**config.mk**
```make
export PLATFORM = sky130hd
export DESIGN_NAME = mem_port_arbiter
export DESIGN_NICKNAME = d
export VERILOG_FILES = /design/src/rtl/mem_port_arbiter.sv
export SDC_FILE = /design/constraint.sdc
export NUM_CORES = 1
export LEC_CHECK = 0
export CAP_MARGIN = 15
export CORE_AREA = 5 5 101 103
export DETAILED_ROUTE_END_ITERATION = 6
export DIE_AREA = 0 0 106 108
export DONT_BUFFER_PORTS = 1
export SLEW_MARGIN = 20
export SYNTH_ARGS = -nofsm -noshare
export SYNTH_HDL_FRONTEND = slang
export SYNTH_SLANG_ARGS = --single-unit
```
**constraint.sdc**
```tcl
create_clock -name clk -period 2.4 [get_ports clk]
set_input_delay 0.24 -clock clk [delete_from_list [all_inputs] [get_ports clk]]
set_output_delay 0.24 -clock clk [all_outputs]
set_load 0.005 [all_outputs]
```
**src/rtl/mem_port_arbiter.sv**
```systemverilog
// Shares one variable-latency memory port between instruction fetch and data access.
// Data wins by default; a streak limit and a watchdog bound fetch starvation and hangs.
module mem_port_arbiter #(
  parameter int AW            = 32,
  parameter int DW            = 32,
  parameter int DM_STREAK_MAX = 4,
  parameter int TIMEOUT_CYC   = 64
) (
  input  logic          clk,
  input  logic          reset,
  input  logic          if_req,
  input  logic [AW-1:0] if_addr,
  output logic [DW-1:0] if_rdata,
  output logic          if_ready,
  input  logic          dm_req,
  input  logic          dm_we,
  input  logic [AW-1:0] dm_addr,
  input  logic [DW-1:0] dm_wdata,
  output logic [DW-1:0] dm_rdata,
  output logic          dm_ready,
  output logic          mem_req,
  output logic          mem_we,
  output logic [AW-1:0] mem_addr,
  output logic [DW-1:0] mem_wdata,
  input  logic [DW-1:0] mem_rdata,
  input  logic          mem_ack,
  output logic          stall,
  output logic          err
);

  localparam logic [1:0] IDLE    = 2'd0;
  localparam logic [1:0] BUSY_IF = 2'd1;
  localparam logic [1:0] BUSY_DM = 2'd2;

  localparam int SW = (DM_STREAK_MAX > 1) ? $clog2(DM_STREAK_MAX + 1) : 1;
  localparam int WW = (TIMEOUT_CYC > 1) ? $clog2(TIMEOUT_CYC) : 1;

  localparam logic [SW-1:0] STREAK_TOP = SW'(DM_STREAK_MAX);
  localparam logic [WW-1:0] WDOG_LAST  =
    WW'((TIMEOUT_CYC > 0) ? TIMEOUT_CYC - 1 : 0);

  logic [1:0]    state;
  logic [SW-1:0] streak;
  logic          busy;
  logic          timeout;
  logic          done;
  logic          forceIf;
  logic          grantDm;
  logic          grantIf;

  assign busy    = (state != IDLE);
  assign done    = busy & (mem_ack | timeout);
  assign forceIf = if_req & (streak == STREAK_TOP);
  assign grantDm = dm_req & ~forceIf;
  assign grantIf = if_req & ~grantDm;

  assign mem_req  = busy;
  assign if_ready = (state == BUSY_IF) & done;
  assign dm_ready = (state == BUSY_DM) & done;

  // A watchdog abort returns zero rather than whatever is on the bus.
  assign if_rdata =
    ((state == BUSY_IF) && mem_ack) ? mem_rdata : '0;
  assign dm_rdata =
    ((state == BUSY_DM) && mem_ack) ? mem_rdata : '0;

  assign stall = (if_req & ~if_ready) | (dm_req & ~dm_ready);

  always_ff @(posedge clk or negedge reset) begin
    if (!reset) begin
      state <= IDLE;
    end else begin
      unique case (state)
        IDLE: begin
          unique case (1'b1)
            grantDm: state <= BUSY_DM;
            grantIf: state <= BUSY_IF;
            default: state <= IDLE;
          endcase
        end
        BUSY_IF, BUSY_DM: begin
          if (done) state <= IDLE;
        end
        default: state <= IDLE;
      endcase
    end
  end

  always_ff @(posedge clk or negedge reset) begin
    if (!reset) begin
      mem_addr  <= '0;
      mem_wdata <= '0;
      mem_we    <= 1'b0;
    end else if (state == IDLE) begin
      unique case (1'b1)
        grantDm: begin
          mem_addr  <= dm_addr;
          mem_wdata <= dm_wdata;
          mem_we    <= dm_we;
        end
        grantIf: begin
          mem_addr <= if_addr;
          mem_we   <= 1'b0;
        end
        default: ;
      endcase
    end else if (done) begin
      mem_we <= 1'b0;
    end
  end

  // Streak only grows while fetch is actually waiting behind data.
  always_ff @(posedge clk or negedge reset) begin
    if (!reset) begin
      streak <= '0;
    end else if (state == IDLE) begin
      unique case (1'b1)
        grantDm: begin
          if (!if_req)
            streak <= '0;
          else if (streak != STREAK_TOP)
            streak <= streak + 1'b1;
        end
        grantIf: streak <= '0;
        default: ;
      endcase
    end
  end

  generate
    if (TIMEOUT_CYC > 0) begin : gWdog
      logic [WW-1:0] wdog;

      always_ff @(posedge clk or negedge reset) begin
        if (!reset)
          wdog <= '0;
        else if (busy && !done)
          wdog <= wdog + 1'b1;
        else
          wdog <= '0;
      end

      assign timeout = busy & (wdog == WDOG_LAST);
    end else begin : gNoWdog
      assign timeout = 1'b0;
    end
  endgenerate

  always_ff @(posedge clk or negedge reset) begin
    if (!reset)
      err <= 1'b0;
    else if (timeout && !mem_ack)
      err <= 1'b1;
  end

  readyExclusive: assert property (
    @(posedge clk) disable iff (!reset)
    !(if_ready && dm_ready));

  reqHeld: assert property (
    @(posedge clk) disable iff (!reset)
    (mem_req && !done) |=> (mem_req && $stable(mem_addr)));

endmodule

```
==> flow_metrics.tcl, run 1 <==
set metrics [dict create \
    fillers 843 \
    place.gp.congestion 0.7573 \
    initial_core_util_pct 43.86 \
    slew_viol_final 0 \
    synth_area_sq_um 3995 \
    hp-class "in -> reg" \
    drtIter0Drc 147 \
    maxCapViolCount 0 \
    io_pins 268 \
    end_kind "primary output" \
    synth_edf_count 0 \
    drc 0 \
    core_area_sq_um 9109 \
    p_leak_nw 1.978 \
    ys_ff_latch 77 \
    min_period_over_period_pct 91.00 \
    dp_hpwl_mm 8.226 \
    cts_tree "yes" \
    crit_fanout 10 \
    setup_tns_ns 0 \
    final_cells 504 \
    via_per_inst 6.065 \
    area_growth_pct 7.235 \
    total_power_mw 4.986 \
    worstPathRequired_ns 2.16 \
    synthFlopType "dfrtp_1" \
    slowest_stage "dfrtp_1" \
    hold_violations 0 \
    peakVddDrop_mv 0.4505 \
    finalSetupViolCount 0 \
    r2r_start "state[1]" \
    clock-sinks 77 \
    synth_top_area_share_pct 48.23 \
    status "completed" \
    cts_htree_levels 3 \
    critPathLaunch "state[0]" \
    drive_gt1_share_pct 13.81 \
    utilization_pct 47.03 \
    grt_usage_pct 18.60 \
    clk_latency_ns 0.35 \
    yosysTopAreaCell "dfrtp_1" \
    routed_wl_mm 11.19 \
    first_global_vias 3097 \
    dr.pass1.iters 4 \
    fin_worst_skew_ns 0.01894 \
    rows 35 \
    yosysWarnings 0 \
    max_stage_delay_ns 0.39 \
    synthTopCellsByArea "dfrtp_1 (48%), and3_1 (10%), mux2_4 (7.5%)" \
    num_vias 3057 \
    antenna_found_initial 3 \
    hp-start "dm_wdata[25]" \
    synth_nets 541 \
    grt_max_degree 78 \
    worst-setup-path-type "reg -> out" \
    path_clk_slew_ns 0.09 \
    overflow 0 \
    wire_per_inst_microns 22.20 \
    crit_chain "inv_1, ha_1, nand3b_1, o21ai_1, and2_1" \
    synth_cells 401 \
    dp_cells 482 \
    critPathArrivalTime_ns 1.94 \
    die_h_microns 108 \
    setup_ws_ns 0.2160 \
    fmax_mhz 457.9 \
    critPathLaunchType "flop" \
    die_x_microns 106 \
    root_buffer "clkbuf_8" \
    yosysSeqAreaShare_pct 48.23 \
    power_density_nw_per_um2 1164 \
    worst_slew_pin_slew_ns 0.7925 \
    dpl_worst_slack_ns 0.3067 \
    ant_nets 0 \
    cts_buffer_depth 2 \
    rsz0062_at_grt "false" \
    multiInputGateArea_sq_um 1866 \
    die-area_sq_um 11450 \
    ys_async_sr_fraction_pct 100.0 \
    post_cts_buffers 0 \
    critical-path-top-delay-family "simple AND/OR/NAND/NOR gates" \
    numCtsBuffers 9 \
    layout.nets 527 \
    syn_avg_cell_area_sq_um 9.963 \
    synthDistinctLibCells 39 \
    portBuffers 0 \
    grt_pass1_wl_mm 16.63 \
    min_period_ns 2.184 \
    cp_num_buf_inv 1 \
    seqCellArea_sq_um 1927 \
    slew_headroom_pct 47.11 \
]
## worst paths after layout
kind / depth (start not counted) / slack, ns / endpoint
max: 5 / 0.22 / dm_ready
min: 1 / 0.03 / mem_wdata[25]
max reg2reg: 6 / 0.31 / mem_wdata[5]
min reg2reg: 1 / 0.49 / gWdog.wdog[0]
max in group asynchronous: 2 / 1.63 / mem_addr[3]
min in group asynchronous: 2 / 0.47 / mem_wdata[0]
## cell families (layout without fill, tap and decap cells)
kind of cell,Yosys count,after routing,share of synthesized area (%)
and+or+nand+nor,152,152,19.89
AOI/OAI and AO/OA,84,84,13.34
DFF,77,77,48.23
buffers and inverters,47,37,5.105
muxes,32,32,10.90
adders and majority gates,6,6,1.879
xor gates and xnor gates,3,3,0.6578
other,0,2,0
## sequential cells by signal, summed over array words and instances (netlist names)
signal	count
err	1
gWdog.wdog	6
mem_addr	32
mem_wdata	32
mem_we	1
state	2
streak	3
## routing by layer
layer  track usage, %  share of wire [%]
met1            19.02                 35
met2            34.65                 54
met3            7.582                9.1
met4            5.920                1.0
met5                0               0.35
## power by group
part	leakage, nW	switching [mW]	internal (mW)	total, mW
Clock	0.0888	0.482	0.370	0.852
Sequential	0.906	0.535	1.90	2.44
Combinational	0.984	0.865	0.832	1.70
Total	1.98	1.88	3.10	4.99
## what timing repair did
item                                    CTS  global route
hold buffers                              3             2
endpoints found under the setup margin    0             2
resized for setup                         0             1
endpoints found under the hold margin    81             2
## per-stage QoR
stage / instance area, sq um / hold WS, ns
3_3_place_gp: 4046 / -0.05340
4_1_cts: 4259 / 0.009245
2_1_floorplan: 3995 / -0.05559
3_5_place_dp: 4046 / -0.05377
5_1_grt: 4284 / 0.001246
6_report: 4284 / 0.02648
## Yosys cell counts, types with 4 or more instances
cell type  count
clkbuf_1      28
and3_1        64
o21ai_0       33
nand2_1        5
buf_1          4
mux2_2         5
mux2_4        20
nand3_1       36
ha_1           6
inv_1          9
nor2_1        39
a31oi_1       32
mux2_1         7
dfrtp_1       77
## layout by cell type, fill, tap and decap left out, types with 2 or more instances in the layout
| cell type | netlist | routed |
|---|---|---|
| a31oi_1 | 32 | 32 |
| a32o_1 | 2 | 2 |
| and2_1 | 2 | 2 |
| and3_1 | 64 | 64 |
| buf_12 | 0 | 2 |
| buf_4 | 1 | 5 |
| clkbuf_8 | 0 | 9 |
| clkinv_2 | 0 | 3 |
| clkinv_4 | 0 | 3 |
| dfrtp_1 | 77 | 77 |
| diode_2 | 0 | 2 |
| dlygate4sd3_1 | 0 | 4 |
| ha_1 | 6 | 6 |
| inv_1 | 9 | 9 |
| mux2_1 | 7 | 7 |
| mux2_2 | 5 | 5 |
| mux2_4 | 20 | 20 |
| nand2_1 | 5 | 5 |
| nand2b_1 | 2 | 2 |
| nand3_1 | 36 | 36 |
| nor2_1 | 39 | 39 |
| nor3_1 | 2 | 2 |
| o21ai_0 | 33 | 32 |
| o21ai_1 | 3 | 4 |
| o221ai_1 | 2 | 2 |
| o22ai_1 | 2 | 2 |
| xor2_1 | 2 | 2 |
## area by class of cell
| type | count | share of cell area [%] |
|---|---|---|
| flip-flops and latches | 77 | 44.98 |
| well taps | 111 | 3.242 |
| repair buffers | 12 | 3.388 |
| inverters | 10 | 0.8762 |
| clock buffers | 9 | 2.891 |
| clock inverters | 6 | 0.9638 |
| multi-input cells | 277 | 43.55 |
| diodes | 2 | 0.1168 |
No activity file was read; power rests on OpenSTA's default activity.
==> run 2, diff against run 1 <==
Settings changed: CORE_AREA 5 5 101 103 to 3 3 102 104, DIE_AREA 0 0 106 108 to 0 0 105 107.
==> flow_metrics.tcl, run 2 (synthesized netlist as in run 1, its figures left out) <==
set metrics [dict create \
    cts_tree "yes" \
    fmax_mhz 459.9 \
    die_x_microns 105 \
    io_pins 268 \
    initial_core_util_pct 41.45 \
    power_density_nw_per_um2 1165 \
    antenna_found_initial 0 \
    finalSetupViolCount 0 \
    reg.largest.list "mem_addr: 32 flops, mem_wdata: 32 flops, gWdog.wdog: 6 flops" \
    root_buffer "clkbuf_8" \
    setup_tns_ns 0 \
    clock-sinks 77 \
    dp_hpwl_mm 7.564 \
    min_period_ns 2.174 \
    rsz0062_at_grt "false" \
    grt_usage_pct 18.49 \
    area_growth_pct 10.62 \
    final_cells 531 \
    grt_max_degree 78 \
    worst-setup-path-type "reg -> out" \
    min_period_over_period_pct 90.60 \
    antennaDiodeCount 0 \
    routed_wl_mm 10.83 \
    hp-class "in -> reg" \
    slowest_stage "ha_1" \
    grt_pass1_wl_mm 16.59 \
    worstPathRequired_ns 2.16 \
    maxCapViolCount 0 \
    overflow 0 \
    fillers 940 \
    place.gp.congestion 0.7370 \
    portBuffers 0 \
    slew_viol_final 0 \
    slew_headroom_pct 34.22 \
    critical-path-top-delay-family "adder cells" \
    drtIter0Drc 208 \
    cp_num_buf_inv 1 \
    die_h_microns 107 \
    layout.nets 533 \
    rows 36 \
    numCtsBuffers 9 \
    fin_worst_skew_ns 0.02272 \
    crit_chain "inv_1, ha_1, and3_1" \
    hold_violations 0 \
    drive_gt1_share_pct 13.07 \
    end_kind "primary output" \
    critPathArrivalTime_ns 1.93 \
    die-area_sq_um 11240 \
    cts_buffer_depth 2 \
    clk_latency_ns 0.36 \
    status "completed" \
    drc 0 \
    dr.pass1.iters 5 \
    layout.cells.most_common "dfrtp_1" \
    core_area_sq_um 9639 \
    ant_nets 0 \
    p_leak_nw 2.015 \
    final_cell_mix "dfrtp_1 (77), and3_1 (64), nor2_1 (39)" \
    dp_cells 500 \
    num_vias 3074 \
    cts_htree_levels 3 \
    via_per_inst 5.789 \
    critPathLaunchType "flop" \
    max_stage_delay_ns 0.73 \
    path_clk_slew_ns 0.10 \
    worst_slew_pin_slew_ns 0.9856 \
    wire_per_inst_microns 20.40 \
    crit_fanout 34 \
    first_global_vias 2984 \
    peakVddDrop_mv 0.4493 \
]
-- run 2: final cells by class --
cell class | instances | area (sq um) | share of cell area [%]
sequential | 77 | 1927 | 43.60
multi-input combinational | 277 | 1869 | 42.30
timing repair buffer | 18 | 215.2 | 4.870
tap | 133 | 166.4 | 3.766
clock buffer | 9 | 123.9 | 2.803
clock inverter | 7 | 80.08 | 1.812
inverter | 10 | 37.54 | 0.8494
-- run 2: layer usage --
metal / track usage [%] / part of all wire (%) / vias up
li1: - / - / 1427
met1: 23.09 / 41 / 1485
met2: 30.52 / 49 / 150
met3: 5.780 / 8.3 / 12
met4: 6.092 / 1.3 / 0
met5: 0 / 0 / -
-- run 2: where the power goes --
group          leakage, nW  internal (mW)  switching [mW]  total (mW)
registers            0.906           1.90           0.523        2.42
clock network        0.102          0.495           0.528        1.02
logic                 1.01          0.824           0.876        1.70
-- run 2: path summary, 6_finish.rpt --
check	startpoint	to	slack (ns)	cells after the start
max in group asynchronous	reset	mem_addr[11]	1.64	2
max	state[0]	dm_rdata[29]	0.23	3
min reg2reg	gWdog.wdog[0]	gWdog.wdog[0]	0.49	1
max reg2reg	state[0]	mem_wdata[1]	0.31	6
min in group asynchronous	reset	mem_wdata[8]	0.43	2
min	dm_wdata[28]	mem_wdata[28]	0.03	1
-- run 2: worst register-to-register path: stages (launching register included) --
cell      delay, ns
dfrtp_1        0.41
inv_1          0.09
ha_1           0.34
inv_1          0.18
a311oi_4       0.27
buf_12         0.28
mux2_2         0.40
-- run 2: what timing repair did --
action / CTS / global route
endpoints found under the setup margin: 1 / 2
gates cloned: 0 / 0
hold buffers: 15 / 0
setup buffers: 0 / 0
hold endpoints to repair: 93 / 0
gates resized for setup: 1 / 1
-- run 2: through the flow --
step | util [%] | power (mW) | hold WS (ns) | area (sq um) | setup slack (ns)
after floorplan | - | 3.725 | -0.05559 | 3995 | 0.5368
after global placement | 41.95 | 4.056 | -0.05336 | 4044 | 0.3984
after detailed placement | 41.95 | 4.119 | -0.05366 | 4044 | 0.3369
after CTS | 45.81 | 5.222 | 0.0004640 | 4415 | 0.1599
after global routing | 45.85 | 5.516 | 0.005725 | 4419 | 0.07748
final | 45.85 | 5.147 | 0.02582 | 4419 | 0.2257
